==> src/rtl/dp_ram_arb_pkg.sv <==
// Shared constants and types for the dual-port RAM port arbiter.
// Optional statistics counters are enabled with DP_RAM_ARB_STATS_EN.
package dp_ram_arb_pkg;

    localparam int DEFAULT_NUM_REQ = 3;
    localparam int STAT_W          = 32;

    // Index width that stays legal when there is only one requester.
    function automatic int idx_width(input int n);
        return (n > 1) ? $clog2(n) : 1;
    endfunction

    typedef logic [idx_width(DEFAULT_NUM_REQ)-1:0] req_idx_t;

endpackage

==> src/rtl/dp_ram_port_arbiter_rr_pick.sv <==
// Round-robin pick: rotate the request vector to start at ptr_i and take
// the first set bit, reported as one-hot grant plus binary index.
module dp_ram_rr_pick
    import dp_ram_arb_pkg::*;
#(
    parameter int NUM_REQ = DEFAULT_NUM_REQ,
    parameter int IDX_W   = idx_width(NUM_REQ)
) (
    input  logic [NUM_REQ-1:0] req_i,
    input  logic [IDX_W-1:0]   ptr_i,
    output logic [NUM_REQ-1:0] gnt_o,
    output logic [IDX_W-1:0]   idx_o,
    output logic               any_o
);

    always_comb begin
        logic [IDX_W-1:0] cand;
        // NOTE: every output gets a default before the loop; a path that
        // leaves one unassigned would infer a latch.
        gnt_o = '0;
        idx_o = '0;
        any_o = 1'b0;
        cand  = '0;
        for (int i = 0; i < NUM_REQ; i++) begin
            cand = IDX_W'((int'(ptr_i) + i) % NUM_REQ);
            if (!any_o && req_i[cand]) begin
                any_o       = 1'b1;
                idx_o       = cand;
                gnt_o[cand] = 1'b1;
            end
        end
    end

endmodule

==> src/rtl/dp_ram_port_arbiter.sv <==
// Round-robin arbiter sharing one RAM port among NUM_REQ OBI-style masters.
// Define DP_RAM_ARB_STATS_EN to build per-requester grant/stall counters.
module dp_ram_port_arbiter
    import dp_ram_arb_pkg::*;
#(
    parameter int NUM_REQ    = DEFAULT_NUM_REQ,
    parameter int NUM_COL    = 4,
    parameter int COL_WIDTH  = 8,
    parameter int ADDR_WIDTH = 8,
    parameter int DATA_WIDTH = NUM_COL * COL_WIDTH,
    localparam int IDX_W     = idx_width(NUM_REQ)
) (
    input  logic                          clk,
    input  logic                          rst_i,
    input  logic [NUM_REQ-1:0]            req_i,
    input  logic [NUM_REQ-1:0]            req_we_i,
    input  logic [NUM_REQ*NUM_COL-1:0]    req_be_i,
    input  logic [NUM_REQ*ADDR_WIDTH-1:0] req_addr_i,
    input  logic [NUM_REQ*DATA_WIDTH-1:0] req_wdata_i,
    output logic [NUM_REQ-1:0]            gnt_o,
    output logic [NUM_REQ-1:0]            rvalid_o,
    output logic [DATA_WIDTH-1:0]         rdata_o,
    output logic                          ram_en_o,
    output logic                          ram_we_o,
    output logic [NUM_COL-1:0]            ram_be_o,
    output logic [ADDR_WIDTH-1:0]         ram_addr_o,
    output logic [DATA_WIDTH-1:0]         ram_wdata_o,
    input  logic [DATA_WIDTH-1:0]         ram_rdata_i,
    input  logic [IDX_W-1:0]              stat_sel_i,
    output logic [STAT_W-1:0]             stat_grant_o,
    output logic [STAT_W-1:0]             stat_stall_o
);

    logic [IDX_W-1:0]   rr_ptr_q, rr_ptr_d;
    logic               resp_valid_q, resp_valid_d;
    logic [IDX_W-1:0]   resp_owner_q, resp_owner_d;
    logic [NUM_REQ-1:0] req_eff;
    logic [IDX_W-1:0]   win;
    logic               any_gnt;

    // Masking requests during reset keeps gnt_o and ram_en_o low.
    assign req_eff = rst_i ? '0 : req_i;

    dp_ram_rr_pick #(
        .NUM_REQ(NUM_REQ),
        .IDX_W  (IDX_W)
    ) u_pick (
        .req_i(req_eff),
        .ptr_i(rr_ptr_q),
        .gnt_o(gnt_o),
        .idx_o(win),
        .any_o(any_gnt)
    );

    always_comb begin
        ram_en_o    = any_gnt;
        ram_we_o    = 1'b0;
        ram_be_o    = '0;
        ram_addr_o  = '0;
        ram_wdata_o = '0;
        for (int k = 0; k < NUM_REQ; k++) begin
            if (gnt_o[k]) begin
                ram_we_o    = req_we_i[k];
                ram_be_o    = req_we_i[k] ? req_be_i[k*NUM_COL +: NUM_COL] : '0;
                ram_addr_o  = req_addr_i[k*ADDR_WIDTH +: ADDR_WIDTH];
                ram_wdata_o = req_wdata_i[k*DATA_WIDTH +: DATA_WIDTH];
            end
        end
    end

    always_comb begin
        rr_ptr_d     = rr_ptr_q;
        resp_valid_d = any_gnt;
        resp_owner_d = resp_owner_q;
        if (any_gnt) begin
            rr_ptr_d     = (win == IDX_W'(NUM_REQ - 1)) ? '0 : win + IDX_W'(1);
            resp_owner_d = win;
        end
    end

    always_ff @(posedge clk) begin
        // NOTE: state registers use non-blocking assignments so every flop
        // samples the pre-edge values regardless of statement order.
        if (rst_i) begin
            rr_ptr_q     <= '0;
            resp_valid_q <= 1'b0;
            resp_owner_q <= '0;
        end else begin
            rr_ptr_q     <= rr_ptr_d;
            resp_valid_q <= resp_valid_d;
            resp_owner_q <= resp_owner_d;
        end
    end

    always_comb begin
        rvalid_o = '0;
        for (int k = 0; k < NUM_REQ; k++) begin
            rvalid_o[k] = resp_valid_q && (resp_owner_q == IDX_W'(k));
        end
    end

    // RAM read data is already registered inside the RAM.
    assign rdata_o = ram_rdata_i;

`ifdef DP_RAM_ARB_STATS_EN
    logic [STAT_W-1:0] grant_cnt_q [NUM_REQ];
    logic [STAT_W-1:0] grant_cnt_d [NUM_REQ];
    logic [STAT_W-1:0] stall_cnt_q [NUM_REQ];
    logic [STAT_W-1:0] stall_cnt_d [NUM_REQ];

    always_comb begin
        for (int k = 0; k < NUM_REQ; k++) begin
            grant_cnt_d[k] = grant_cnt_q[k];
            stall_cnt_d[k] = stall_cnt_q[k];
            if (gnt_o[k] && grant_cnt_q[k] != '1) begin
                grant_cnt_d[k] = grant_cnt_q[k] + STAT_W'(1);
            end
            if (req_i[k] && !gnt_o[k] && stall_cnt_q[k] != '1) begin
                stall_cnt_d[k] = stall_cnt_q[k] + STAT_W'(1);
            end
        end
    end

    always_ff @(posedge clk) begin
        // NOTE: these arrays are a handful of flops, not a RAM macro, so
        // clearing them in reset is cheap and intended.
        if (rst_i) begin
            for (int k = 0; k < NUM_REQ; k++) begin
                grant_cnt_q[k] <= '0;
                stall_cnt_q[k] <= '0;
            end
        end else begin
            for (int k = 0; k < NUM_REQ; k++) begin
                grant_cnt_q[k] <= grant_cnt_d[k];
                stall_cnt_q[k] <= stall_cnt_d[k];
            end
        end
    end

    always_comb begin
        stat_grant_o = '0;
        stat_stall_o = '0;
        if (int'(stat_sel_i) < NUM_REQ) begin
            stat_grant_o = grant_cnt_q[stat_sel_i];
            stat_stall_o = stall_cnt_q[stat_sel_i];
        end
    end
`else
    logic unused_stat_sel;
    assign unused_stat_sel = ^stat_sel_i;
    assign stat_grant_o    = '0;
    assign stat_stall_o    = '0;
`endif

endmodule

==> config.mk <==
export PLATFORM = sky130hd
export DESIGN_NAME = dp_ram_port_arbiter
export DESIGN_NICKNAME = d
export VERILOG_FILES = /design/src/rtl/dp_ram_arb_pkg.sv /design/src/rtl/dp_ram_port_arbiter_rr_pick.sv /design/src/rtl/dp_ram_port_arbiter.sv
export SDC_FILE = /design/constraint.sdc
export NUM_CORES = 1
export LEC_CHECK = 0
export ABC_AREA = 1
export BUFFER_PORTS_ARGS = -buffer_cell sky130_fd_sc_hd__buf_2
export CORE_AREA = 2 2 124 126
export CTS_CLUSTER_SIZE = 40
export DETAILED_ROUTE_END_ITERATION = 6
export DIE_AREA = 0 0 126 128
export SETUP_SLACK_MARGIN = 0.05
export SYNTH_ARGS = -nofsm -noshare
export SYNTH_HDL_FRONTEND = slang
export SYNTH_SLANG_ARGS = --single-unit
==> constraint.sdc <==
create_clock -name clk -period 3.3 [get_ports clk]
set_input_delay 0.33 -clock clk [delete_from_list [all_inputs] [get_ports clk]]
set_output_delay 0.33 -clock clk [all_outputs]
set_load 0.01 [all_outputs]
==> impl_metrics.py <==
metrics = {
    "place": {
        "numPortBuffers": 191,
        "dp_hpwl_um": 7700,
        "place.gp.congestion": 0.733,
        "dp.cells": 861,
        "dp_slack_ps": 579,
    },
    "cts": {
        "cts_made_buffers": 3,
        "post_cts_buffers": 0,
        "cts_tree": "done",
        "clk_latency_ps": 230,
        "clk_pin_slew_worst_paths_ps": 30,
        "clock_sinks": 5,
        "htreeDepth": 1,
        "root_buffer": "clkbuf_16",
        "clockBufferDepth": 2,
        "ctsResizeCount": 0,
        "cts_hold_buf": 0,
    },
    "floorplanning": {
        "pin_count": 322,
        "die_x_um": 126,
        "die_y_um": 128,
        "coreArea_sq_um": 14900,
        "start_util_pct": 17.9,
        "dieArea_sq_um": 16100,
        "row_count": 45,
    },
    "critical_path": {
        "startpoint_type": "flip-flop",
        "r2r_end": "resp_owner_q[0]",
        "rrSetupSlack_ps": 1140,
        "cp_num_buf_inv": 5,
        "cp-end-kind": "output port",
        "critPathArrivalTime_ps": 2620,
        "cp.depth": 14,
        "required_ps": 2970,
        "path_delay_family": "simple AND/OR/NAND/NOR gates",
        "r2r_cells": 13,
        "slowest_delay_ps": 400,
        "cp_cell_sequence": "inv_1, ha_1, inv_2, nand3_1, nand3_1, nand2_1, nand3_1, inv_1, a21oi_4, buf_4, nor2_1, nor2_1, nor2_1, buf_2",
        "critPathMaxFanout": 18,
        "r2r_start": "rr_ptr_q[0]",
        "crit_type": "flip-flop to output port",
        "slowest_stage": "ha_1",
    },
    "sta": {
        "setup_tns_ps": 0,
        "skew_ps": 2.95,
        "fin_crit_ps": 2950,
        "finalCritPeriodShare_pct": 89.3,
        "hold_viol": 0,
        "fmax_ghz": 0.339,
        "setup-violations-final": 0,
        "maxSlewViolCount": 0,
        "hold_slack_ps": 317,
        "setup_slack_ps": 353,
        "rsz0062_at_grt": "no",
    },
    "hold_path": {
        "worstHoldEndpoint": "resp_owner_q[1]",
        "hold_start": "rst_i",
        "hold_path_class": "input port to flip-flop",
        "hold_path_depth": 2,
    },
    "route": {
        "drt_iter0_drc": 73,
        "vias_per_cell": 3.86,
        "drt-pass1-iter-count": 6,
        "drc": 0,
        "num_vias": 3336,
        "wl_per_cell_um": 10.9,
        "ant_nets": 0,
        "drt_wl_total_um": 9420,
    },
    "logic_synthesis": {
        "yosysWarnings": 0,
        "yosysUniqueCellTypes": 20,
        "syn_inst": 531,
        "seq_area_frac_synth_pct": 3.75,
        "syn_area_sq_um": 2670,
        "synth_seq_cells": 5,
        "synth_area_per_cell_sq_um": 5.02,
    },
    "pwr": {
        "power_density_nw_per_um2": 944,
        "p_comb_share_pct": 90.6,
        "p_sw_w": 0.00191,
        "ir_drop_v": 0.000496,
        "p_leak_nw": 2.27,
        "power_frac_clock_pct": 6.2,
        "swShare_pct": 59.5,
        "pwr-share-seq_pct": 3.2,
        "intPower_w": 0.00130,
    },
    "finish": {
        "drive_above_1_share_pct": 32.3,
        "num_antenna_cells": 0,
        "area_delta_synth_final_pct": 27.5,
        "fin_util_pct": 22.9,
        "fin_cells": 865,
        "nNetsFinal": 856,
    },
    "global_route": {
        "grt_pass1_wl_um": 14200,
        "grt_max_degree": 44,
        "grt_usage_pct": 10.6,
        "grt_pass1_vias": 2851,
        "antenna_found_initial": 1,
        "overflow": 0,
    },
    "job": {
        "maxCapViolations": 0,
    },
    "outcome": {
        "status": "finished, final reports clean",
    },
}
-- placed cells by master (no fill, tap or decap), drive strengths merged --
master and count:
clkbuf 4, nor2 168, buf 201, ha 4
inv 24, dfxtp 5, nand3 69, a21oi 3
o21ai 4, nand2 129, conb 64, nor3 2
-- synthesized netlist by cell type, drive strengths merged --
cell   count  area share (%)
nor3       2            0.38
a21oi      3            0.70
dfxtp      5             3.8
buf      122              33
ha         4             1.9
o21ai      4            0.89
conb       1            0.14
nand2    129              19
nor2     168              24
inv       24             3.4
nand3     69              13
-- kinds of logic (layout without fill, tap and decap cells) --
family | count (synthesis) | in the layout | share of synthesized area (%)
fa+ha+maj | 4 | 4 | 1.88
flops | 5 | 5 | 3.75
buf+inv | 146 | 229 | 36.6
simple gates | 368 | 368 | 56.1
compound gates | 7 | 7 | 1.59
other cells | 1 | 64 | 0.141
-- state kept, by name, summed over array words and instances, names as in the netlist --
signal        count
resp_owner_q      2
resp_valid_q      1
rr_ptr_q          2
-- final cells by class --
cell class | count | area, sq um
clock buffer | 4 | 78.8
fill | 1798 | 11500
inverter | 24 | 90.1
multi-input combinational | 443 | 1840
sequential | 5 | 100
tap | 188 | 235
timing repair buffer | 201 | 1060
-- metrics by stage --
step	area, sq um	total power [W]
2_1_floorplan	2900	0.00215
3_3_place_gp	3320	0.00303
3_5_place_dp	3320	0.00303
4_1_cts	3400	0.00324
5_1_grt	3400	0.00363
6_report	3400	0.00321
-- worst max-delay path by stage --
stage / to / start
after floorplan: ram_addr_o[0] / rr_ptr_q[0]
after global placement: ram_addr_o[3] / rr_ptr_q[0]
after detailed placement: ram_addr_o[3] / rr_ptr_q[0]
after CTS: ram_addr_o[3] / rr_ptr_q[0]
after global routing: ram_addr_o[3] / rr_ptr_q[0]
final: ram_addr_o[3] / rr_ptr_q[0]
-- layer usage --
metal	up-vias	track usage, %	part of all wire (%)	wire length (um)
met5	-	0	0	0
met4	0	2.13	2.1	196
li1	1754	-	-	-
met1	1396	12.6	41	3840
met2	164	19.9	49	4640
met3	22	2.13	7.9	746
-- power by group through the flow --
stage | clock network, W | registers (W) | logic (W)
final | 0.000198 | 0.000104 | 0.00291
after global routing | 0.000210 | 0.000106 | 0.00331
after CTS | 0.000201 | 0.000103 | 0.00294
after detailed placement | 0 | 0.000103 | 0.00293
after global placement | 0 | 0.000103 | 0.00292
after floorplan | 0 | 0.0000989 | 0.00206
(Power assumes the default switching activity.)
